`config.mk`:
```
export PLATFORM = sky130hd
export DESIGN_NAME = rpn_stack_controller
export DESIGN_NICKNAME = d
export VERILOG_FILES = /design/src/rtl/rpn_stack_controller.sv
export SDC_FILE = /design/constraint.sdc
export NUM_CORES = 1
export LEC_CHECK = 0
export BUFFER_PORTS_ARGS = -buffer_cell sky130_fd_sc_hd__clkbuf_2
export CAP_MARGIN = 20
export CELL_PAD_IN_SITES_DETAIL_PLACEMENT = 0
export CELL_PAD_IN_SITES_GLOBAL_PLACEMENT = 1
export CORE_ASPECT_RATIO = 0.6
export CORE_UTILIZATION = 33
export DETAILED_ROUTE_END_ITERATION = 10
export GPL_ROUTABILITY_DRIVEN = 0
export HOLD_SLACK_MARGIN = 0.03
export PLACE_DENSITY = 0.74
export SLEW_MARGIN = 25
export SYNTH_ARGS = -nofsm -noshare
export SYNTH_HDL_FRONTEND = slang
export SYNTH_SLANG_ARGS = --single-unit
```
`constraint.sdc`:
```
create_clock -name CLOCK_50 -period 1.79 [get_ports CLOCK_50]
set_input_delay 0.2685 -clock CLOCK_50 [delete_from_list [all_inputs] [get_ports CLOCK_50]]
set_output_delay 0.2685 -clock CLOCK_50 [all_outputs]
set_load 0.005 [all_outputs]
```
`src/rtl/rpn_stack_controller.sv`:
```
// -----------------------------------------------------------------------------
// rpn_stack_controller
//
// Sequencer for the RPN calculator stack datapath. Takes one command at a time
// over a valid/ready handshake and drives the single-port stack RAM (synchronous
// read, one cycle of latency), the stack pointer and an external combinational
// ALU. The top of stack lives in a register (top_value) so the display can show
// it without a RAM read. Overflow and underflow are flagged so the display
// layer can show "Err".
//
// Optional feature: define RPN_CLEAR_EN to add the `clear` input. In IDLE it
// empties the stack, taking priority over a pending command. Without the macro
// the stack is emptied only by reset.
//
// Parameters
//   DATA_W  operand / RAM word width
//   ADDR_W  RAM address width; stack depth is 2**ADDR_W
//
// Ports
//   CLOCK_50       in   sole clock, rising edge
//   reset          in   synchronous, active-high
//   clear          in   (RPN_CLEAR_EN only) empty the stack while idle
//   cmd_valid      in   command present
//   cmd_ready      out  high only while idle
//   cmd_op         in   000 PUSH 001 POP 010 DUP 011 ADD 100 SUB 101 AND 110 OR 111 XOR
//   cmd_data       in   PUSH operand
//   mem_addr       out  RAM address (0 while idle or in error)
//   mem_wdata      out  RAM write data
//   mem_we         out  RAM write enable, forced low while reset is high
//   mem_rdata      in   RAM read data, valid the cycle after mem_addr
//   alu_a          out  second-from-top operand
//   alu_b          out  top operand
//   alu_op         out  latched command opcode
//   alu_result     in   combinational ALU result
//   top_value      out  current top of stack, 0 when empty
//   stack_depth    out  number of entries (the stack pointer)
//   op_done        out  one-cycle pulse on the first idle cycle after a command
//   err_overflow   out  set by a rejected PUSH/DUP, cleared on the next accept
//   err_underflow  out  set by a rejected POP/DUP/binary op, cleared on next accept
// -----------------------------------------------------------------------------
module rpn_stack_controller #(
    parameter int DATA_W = 8,
    parameter int ADDR_W = 8
) (
    input  logic              CLOCK_50,
    input  logic              reset,
`ifdef RPN_CLEAR_EN
    input  logic              clear,
`endif
    input  logic              cmd_valid,
    output logic              cmd_ready,
    input  logic [2:0]        cmd_op,
    input  logic [DATA_W-1:0] cmd_data,
    output logic [ADDR_W-1:0] mem_addr,
    output logic [DATA_W-1:0] mem_wdata,
    output logic              mem_we,
    input  logic [DATA_W-1:0] mem_rdata,
    output logic [DATA_W-1:0] alu_a,
    output logic [DATA_W-1:0] alu_b,
    output logic [2:0]        alu_op,
    input  logic [DATA_W-1:0] alu_result,
    output logic [DATA_W-1:0] top_value,
    output logic [ADDR_W:0]   stack_depth,
    output logic              op_done,
    output logic              err_overflow,
    output logic              err_underflow
);

    localparam logic [2:0] OP_PUSH = 3'b000;
    localparam logic [2:0] OP_POP  = 3'b001;
    localparam logic [2:0] OP_DUP  = 3'b010;

    // SP is one bit wider than the address so that a full stack (DEPTH) is
    // representable.
    localparam logic [ADDR_W:0] SP_FULL = {1'b1, {ADDR_W{1'b0}}};
    localparam logic [ADDR_W:0] SP_ONE  = {{ADDR_W{1'b0}}, 1'b1};
    localparam logic [ADDR_W:0] SP_TWO  = (ADDR_W+1)'(2);

    typedef enum logic [2:0] {
        S_IDLE,
        S_ERR,
        S_PUSH_WR,
        S_POP_RD,
        S_POP_LAT,
        S_BIN_RD,
        S_BIN_LAT,
        S_BIN_WR
    } state_t;

    state_t              state_q, state_d;
    logic [ADDR_W:0]     sp_q, sp_d;
    logic [DATA_W-1:0]   top_q, top_d;
    logic [DATA_W-1:0]   a_q, a_d;
    logic [2:0]          op_q, op_d;
    logic [DATA_W-1:0]   data_q, data_d;
    logic                ovf_q, ovf_d;
    logic                unf_q, unf_d;
    logic                done_q, done_d;

    logic                clear_req;
    logic                accept;
    logic                need_unf;
    logic                need_ovf;
    logic                we_dec;
    logic [ADDR_W-1:0]   addr_c;
    logic [DATA_W-1:0]   wdata_c;
    logic [ADDR_W-1:0]   addr_second;

`ifdef RPN_CLEAR_EN
    assign clear_req = clear && (state_q == S_IDLE);
`else
    assign clear_req = 1'b0;
`endif

    // A clear in IDLE blocks the handshake so the command waits.
    assign cmd_ready = (state_q == S_IDLE) && !clear_req;
    assign accept    = cmd_valid && cmd_ready;

    // Address of the second-from-top entry (SP-2). The stack's topmost entry
    // is SP-1, mirrored in top_q.
    assign addr_second = sp_q[ADDR_W-1:0] - ADDR_W'(2);

    // Rejection checks on the incoming command; underflow wins over overflow
    // (matters only for DUP, which can hit neither at the same time anyway,
    // but keeps the priority explicit).
    always_comb begin
        need_unf = 1'b0;
        need_ovf = 1'b0;
        case (cmd_op)
            OP_PUSH: need_ovf = (sp_q == SP_FULL);
            OP_POP:  need_unf = (sp_q == '0);
            OP_DUP: begin
                need_unf = (sp_q == '0);
                need_ovf = (sp_q == SP_FULL);
            end
            default: need_unf = (sp_q < SP_TWO);
        endcase
    end

    always_comb begin
        state_d = state_q;
        sp_d    = sp_q;
        top_d   = top_q;
        a_d     = a_q;
        op_d    = op_q;
        data_d  = data_q;
        ovf_d   = ovf_q;
        unf_d   = unf_q;
        we_dec  = 1'b0;
        addr_c  = '0;
        wdata_c = '0;

        case (state_q)
            S_IDLE: begin
                if (clear_req) begin
                    sp_d  = '0;
                    top_d = '0;
                    ovf_d = 1'b0;
                    unf_d = 1'b0;
                end else if (accept) begin
                    op_d   = cmd_op;
                    data_d = cmd_data;
                    ovf_d  = 1'b0;
                    unf_d  = 1'b0;
                    if (need_unf) begin
                        unf_d   = 1'b1;
                        state_d = S_ERR;
                    end else if (need_ovf) begin
                        ovf_d   = 1'b1;
                        state_d = S_ERR;
                    end else begin
                        case (cmd_op)
                            OP_PUSH, OP_DUP: state_d = S_PUSH_WR;
                            OP_POP:          state_d = S_POP_RD;
                            default:         state_d = S_BIN_RD;
                        endcase
                    end
                end
            end

            S_ERR: begin
                state_d = S_IDLE;
            end

            S_PUSH_WR: begin
                // DUP re-pushes the current top; the RAM copy keeps the
                // "RAM mirrors every entry" invariant used by POP.
                addr_c  = sp_q[ADDR_W-1:0];
                wdata_c = (op_q == OP_DUP) ? top_q : data_q;
                we_dec  = 1'b1;
                sp_d    = sp_q + SP_ONE;
                top_d   = wdata_c;
                state_d = S_IDLE;
            end

            S_POP_RD: begin
                addr_c  = addr_second;
                state_d = S_POP_LAT;
            end

            S_POP_LAT: begin
                // Popping the last entry leaves an empty stack whose top
                // reads as zero; the RAM word fetched from the wrapped
                // address is discarded.
                addr_c  = addr_second;
                top_d   = (sp_q == SP_ONE) ? '0 : mem_rdata;
                sp_d    = sp_q - SP_ONE;
                state_d = S_IDLE;
            end

            S_BIN_RD: begin
                addr_c  = addr_second;
                state_d = S_BIN_LAT;
            end

            S_BIN_LAT: begin
                addr_c  = addr_second;
                a_d     = mem_rdata;
                state_d = S_BIN_WR;
            end

            S_BIN_WR: begin
                // The result replaces the second entry, which becomes the
                // new top after SP drops by one.
                addr_c  = addr_second;
                wdata_c = alu_result;
                we_dec  = 1'b1;
                top_d   = alu_result;
                sp_d    = sp_q - SP_ONE;
                state_d = S_IDLE;
            end

            default: begin
                state_d = S_IDLE;
            end
        endcase

        done_d = ((state_q != S_IDLE) && (state_d == S_IDLE)) || clear_req;
    end

    always_ff @(posedge CLOCK_50) begin
        if (reset) begin
            state_q <= S_IDLE;
            sp_q    <= '0;
            top_q   <= '0;
            a_q     <= '0;
            op_q    <= '0;
            ovf_q   <= 1'b0;
            unf_q   <= 1'b0;
            done_q  <= 1'b0;
        end else begin
            state_q <= state_d;
            sp_q    <= sp_d;
            top_q   <= top_d;
            a_q     <= a_d;
            op_q    <= op_d;
            ovf_q   <= ovf_d;
            unf_q   <= unf_d;
            done_q  <= done_d;
        end
    end

    // PUSH operand latch: only read after an accept has loaded it.
    always_ff @(posedge CLOCK_50) begin
        data_q <= data_d;
    end

    // Gating with reset lets a reset in the middle of an operation abort it
    // without touching the RAM contents.
    assign mem_we        = we_dec && !reset;
    assign mem_addr      = addr_c;
    assign mem_wdata     = wdata_c;

    assign alu_a         = a_q;
    assign alu_b         = top_q;
    assign alu_op        = op_q;

    assign top_value     = top_q;
    assign stack_depth   = sp_q;
    assign op_done       = done_q;
    assign err_overflow  = ovf_q;
    assign err_underflow = unf_q;

endmodule

```
==> results of run 1 <==
## routing by layer
| metal | vias to the layer above | wire length [um] |
|---|---|---|
| met1 | 1299 | 4195 |
| met4 | 0 | 17 |
| met5 | - | 0 |
| li1 | 1336 | - |
| met3 | 2 | 627 |
| met2 | 88 | 3754 |
## flip-flops by register name, indices dropped and copies added, names as in the netlist
register	cells
op_done	1
alu_b	8
data_q	8
state_q	3
alu_op	3
stack_depth	9
err_overflow	1
err_underflow	1
alu_a	8
## per-stage QoR
| step | power [W] | hold WS, ns | instance area [um2] | setup WS (ns) | setup TNS (ns) |
|---|---|---|---|---|---|
| floorplan | 0.001906 | 0.3674 | 2539 | 0.01475 | 0 |
| global placement | 0.002451 | 0.4417 | 3313 | -0.08115 | -0.1972 |
| detailed placement | 0.002469 | 0.4474 | 3313 | -0.1023 | -0.8294 |
| CTS | 0.003447 | 0.1581 | 3572 | -0.09587 | -0.5575 |
| global route | 0.003902 | 0.1553 | 3865 | -0.1378 | -0.4630 |
| finish | 0.003715 | 0.1653 | 3865 | -0.03835 | -0.05902 |
## final timing paths
check | start | depth (start not counted) | slack [ns] | to
hold / removal | cmd_data[4] | 1 | 0.17 | data_q[4]
setup / recovery | stack_depth[1] | 8 | -0.04 | mem_addr[7]
setup reg to reg | stack_depth[1] | 9 | 0.06 | state_q[1]
hold reg to reg | alu_a[6] | 2 | 0.45 | alu_a[6]
## area by class of cell
class | instances | area [um2]
Inverter | 7 | 28.78
Timing Repair Buffer | 147 | 954.7
Tap cell | 104 | 130.1
Clock buffer | 5 | 125.1
Clock inverter | 2 | 10.01
Multi-Input combinational cell | 225 | 1677
Fill cell | 693 | 3492
Sequential cell | 42 | 939.7
## cells in the final DEF (no fill, tap or decap), types with 3 or more instances in the layout
master / count
a21o_1: 13
a21oi_1: 22
a32o_1: 9
and3b_1: 8
buf_2: 9
buf_4: 48
buf_6: 11
clkbuf_16: 5
clkbuf_2: 77
dfxtp_1: 25
dfxtp_2: 6
dfxtp_4: 3
edfxtp_1: 8
ha_1: 5
inv_1: 3
mux2_2: 5
mux2i_4: 5
nand2_1: 30
nand3_1: 11
nand4_1: 4
nor2_1: 21
nor2_4: 3
nor2b_1: 7
nor3_1: 4
o21ai_0: 20
o21ai_2: 9
xnor2_1: 5
xor2_1: 5
## critical path, cell delays in order, from the launching register on
cell and delay, ns:
dfxtp_2 0.36, inv_4 0.05, ha_4 0.16, nor3b_2 0.14
buf_4 0.15, nand3b_1 0.09, xor2_1 0.14, nor2_1 0.05
buf_2 0.13
## power groups by stage
stage	combinational [W]	sequential, W	clock [W]
after floorplan	0.000722	0.00118	0
after global placement	0.00126	0.00119	0
after detailed placement	0.00127	0.00120	0
after CTS	0.00139	0.00119	0.000874
after global routing	0.00176	0.00123	0.000909
final	0.00164	0.00121	0.000863
## kinds of logic (layout without fill, tap and decap cells)
logic type,count (synthesis),count (layout),share of synthesized area
AOI/OAI and AO/OA,88,88,0.2218
xor gates and xnor gates,10,10,0.03450
adders and majority gates,7,7,0.03450
buffers and inverters,37,161,0.07097
DFF,42,42,0.3627
muxes,13,13,0.05372
and+or+nand+nor,107,107,0.2218
## timing repair
| item | 4_1_cts | 5_1_grt |
|---|---|---|
| resized for setup | 30 | 63 |
| endpoints found under the setup margin | 26 | 39 |
| pin swaps | 2 | 18 |
| buffers inserted | 5 | 11 |
==> results.cfg, run 1 <==
[setup_path]
cp-start-kind = register
critical_path_arrival_ns = 1.56
worstPathMaxFanout = 4
crit_required_ns = 1.52
path_class = register to output port
end_kind = output port

[power]
p_sw_w = 0.001296
switching_share = 0.3489
p_leak_nw = 1.703
p_int_w = 0.002419
comb_power_share = 0.441
clock_power_share = 0.232
peakVddDrop_mv = 0.4207
power_density_mw_per_mm2 = 961.3
p_seq_frac = 0.327

[timing]
slew_headroom = 0.5855
clock_skew_ns = 0.005485
slew_viol_final = 0
period_minus_slack_ns = 1.828
setup_viol = 2
layout_setup_ws_ns = -0.03835
worst_pin_slew_ns = 0.6183
finalCritPeriodShare = 1.021
finalHoldViolCount = 0
max_freq_mhz = 546.9
grt_setup_unrepaired = true

[die]
dieArea_mm2 = 0.008059
ioPinCount = 87
die_height_um = 69.94
rows = 24
core_mm2 = 0.007357
fp.dieW_um = 115.2
start_util = 0.3451

[global_routing]
grt_max_degree = 33
grt_use_met1 = 0.3203
met2_usage = 0.3099
antenna_found_initial = 0
met3_usage = 0.03646
grt-busiest-layer = met1
grt_util_all_layers = 0.2103
grt_first_pass_wirelength_mm = 12.92
first_global_vias = 2442
grt_overflow_total = 0

[outcome]
status = complete, but fails checks
violations = negative setup slack

[detailed_routing]
routed_wl_mm = 8.594
first_iter_violations = 140
remaining_drc_errors = 0
first_pass_iters = 4
ant_nets = 0
wire_per_inst_um = 16.15
vias = 2725
via_per_inst = 5.122

[synth]
synth_seq_cells = 42
syn_area_per_cell_um2 = 8.351
synth_top_area_frac = 0.2681
synth_area_leader_cell = dfxtp_1
synthTopCellsByCount = dfxtp_1, o21ai_0, nand2_1
yosysUniqueCellTypes = 43
synthArstFlopShare = 0
yosysSeqAreaShare = 0.3627
yosysWarnings = 0
syn_nets = 341
synth_most_common_cell = dfxtp_1
ys.flop_type = dfxtp_1
synthesis.area_mm2 = 0.002539
synth_edf_count = 8
synth_area_leaders = dfxtp_1, edfxtp_1, o21ai_0
synth_cells = 304

[run]
drv_cap = 0

[cts]
clockBufferDepth = 2
htree_levels = 2
clock-sinks = 42
cts_tree = built
clk_latency_ns = 0.28
cts.clk_slew.worst_paths_ns = 0.06
cts_buffers = 5
cts_hold_buf = 0
clockRootBuffer = clkbuf_16

[final_layout]
fin_nets = 465
final_cell_count_no_fill = 532
fin_util = 0.5253
n_antenna_cell = 0
layout-drive-gt1-share = 0.4907
area_delta_synth_final_pct = 52.24

[hold_path]
hold_class = input pin to register

[placement]
dp_hpwl_mm = 6.365
numPortBuffers = 86
dp.cells = 509
No activity file was read; power rests on OpenSTA's default activity.
==> run 2: changes to the inputs <==
--- a/config.mk
+++ b/config.mk
@@ -7,10 +7,8 @@
 export LEC_CHECK = 0
 export BUFFER_PORTS_ARGS = -buffer_cell sky130_fd_sc_hd__clkbuf_2
 export CAP_MARGIN = 20
-export CELL_PAD_IN_SITES_DETAIL_PLACEMENT = 0
-export CELL_PAD_IN_SITES_GLOBAL_PLACEMENT = 1
 export CORE_ASPECT_RATIO = 0.6
-export CORE_UTILIZATION = 33
+export CORE_UTILIZATION = 46
 export DETAILED_ROUTE_END_ITERATION = 10
 export GPL_ROUTABILITY_DRIVEN = 0
 export HOLD_SLACK_MARGIN = 0.03
==> results.cfg, run 2 (same netlist as run 1, synthesis figures left out) <==
[outcome]
status = complete, but fails checks
violations = design-rule violations, negative setup slack

[power]
p_leak_nw = 1.660
clock_power_share = 0.175
p_seq_frac = 0.347
p_int_w = 0.002160
comb_power_share = 0.478
switching_share = 0.3735
p_sw_w = 0.001288
peakVddDrop_mv = 0.3846
power_density_mw_per_mm2 = 931.9

[final_layout]
largest_reg_flops = 9
area_delta_synth_final_pct = 45.74
layout-drive-gt1-share = 0.4626
n_antenna_cell = 0
mostFrequentLayoutCells = clkbuf_2, buf_4, nand2_1, a21oi_1, dfxtp_1
fin_nets = 464
fin_area_mm2 = 0.003700
fillers = 399
layout_commonest_cell = clkbuf_2

[detailed_routing]
remaining_drc_errors = 9
first_pass_iters = 8
routed_wl_mm = 8.724
vias = 2925
wire_per_inst_um = 17.66
first_iter_violations = 293
via_per_inst = 5.921
ant_nets = 0

[timing]
finalCritPeriodShare = 1.065
totalNegativeSetupSlack_ns = -0.6597
max_freq_mhz = 524.5
worst_pin_slew_ns = 0.6243
finalHoldViolCount = 0
period_minus_slack_ns = 1.907
layout_setup_ws_ns = -0.1166
clock_skew_ns = 0.004859
setup_viol = 16
slew_viol_final = 0
slew_headroom = 0.5815
grt_setup_unrepaired = true

[setup_path]
crit_start = stack_depth[1]
worstPathMaxFanout = 3
path_class = register to output port
crit_required_ns = 1.52
critical_path_arrival_ns = 1.64
end_kind = output port
cp-start-kind = register
regToRegStartpoint = state_q[0]

[hold_path]
worstHoldStart = cmd_data[2]
hold_class = input pin to register

[placement]
post-place-ws_ns = -0.1008
numPortBuffers = 86
dp_hpwl_mm = 5.679
placed_area_mm2 = 0.003188

[global_routing]
grt-busiest-layer = met2
met2_usage = 0.4175
antenna_found_initial = 0
grt_max_degree = 33
grt_overflow_total = 0
grt_util_all_layers = 0.2799
met3_usage = 0.05660
grt_use_met1 = 0.4000
first_global_vias = 2541
grt_first_pass_wirelength_mm = 12.35

[die]
fp.dieW_um = 97.91
die_height_um = 59.55
dieArea_mm2 = 0.005830
ioPinCount = 87
rows = 20
start_util = 0.4901
core_mm2 = 0.005180

[cts]
cts_tree = built
cts.clk_slew.worst_paths_ns = 0.08
clock-sinks = 42
cts_hold_buf = 0
clk_latency_ns = 0.30
clockRootBuffer = clkbuf_8
cts_buffers = 5
htree_levels = 2
clockBufferDepth = 2

[run]
drv_cap = 0
## run 2: cell count changes in the layout (fill, tap and decap cells not counted), sizes merged
| cell | delta |
|---|---|
| buf | -4 |
| clkbuf | +4 |
## run 2: final timing paths
path	end	slack, ns	depth (start not counted)
worst min register to register	alu_a[4]	0.46	2
worst min-delay path	data_q[2]	0.14	1
worst max register to register	stack_depth[6]	-0.06	4
worst max-delay path	mem_addr[5]	-0.12	8
## run 2: through the flow
stage	hold slack, ns	std cells	power, W	utilization
finish	0.1390	494	0.003448	0.7143
detailed placement	0.4471	463	0.002398	0.6155
global placement	0.4408	463	0.002369	0.6155
global route	0.1324	494	0.003618	0.7143
floorplan	0.3674	304	0.001906	-
CTS	0.1347	480	0.003153	0.6684
## run 2: cell type report
type                            instances  area [um2]  area share
Clock inverter                          2       8.758    0.002367
Clock buffer                            6       72.57     0.01961
Sequential cell                        42       947.2      0.2560
Inverter                                7       28.78    0.007778
Tap cell                               66       82.58     0.02232
Multi-Input combinational cell        225        1624      0.4390
Timing Repair Buffer                  146       935.9      0.2530
## run 2: power by group through the flow
| stage | Combinational [W] | Clock, W | Sequential (W) |
|---|---|---|---|
| 2_1_floorplan | 0.000722 | 0 | 0.00118 |
| 3_3_place_gp | 0.00119 | 0 | 0.00118 |
| 3_5_place_dp | 0.00121 | 0 | 0.00119 |
| 4_1_cts | 0.00136 | 0.000606 | 0.00118 |
| 5_1_grt | 0.00176 | 0.000653 | 0.00121 |
| 6_report | 0.00165 | 0.000602 | 0.00120 |
## run 2: what timing repair did
action,4_1_cts,5_1_grt
gates resized for setup,41,40
cloned,1,0
setup endpoints to repair,27,29
pin swaps,7,15
hold endpoints to repair,0,0
buffers inserted,8,15
## run 2: routing by layer
metal  share of wire  vias to the layer above
met1            0.44                     1352
met5               0                        -
met4           0.022                        0
li1                -                     1341
met3            0.11                       27
met2            0.43                      205
## run 2: critical path, stage by stage (launching register included)
cell     delay (ns)
dfxtp_2        0.34
inv_4          0.08
ha_4           0.15
nor3b_4        0.20
buf_6          0.13
o21ai_2        0.05
xor2_1         0.15
nor2_1         0.12
buf_2          0.13
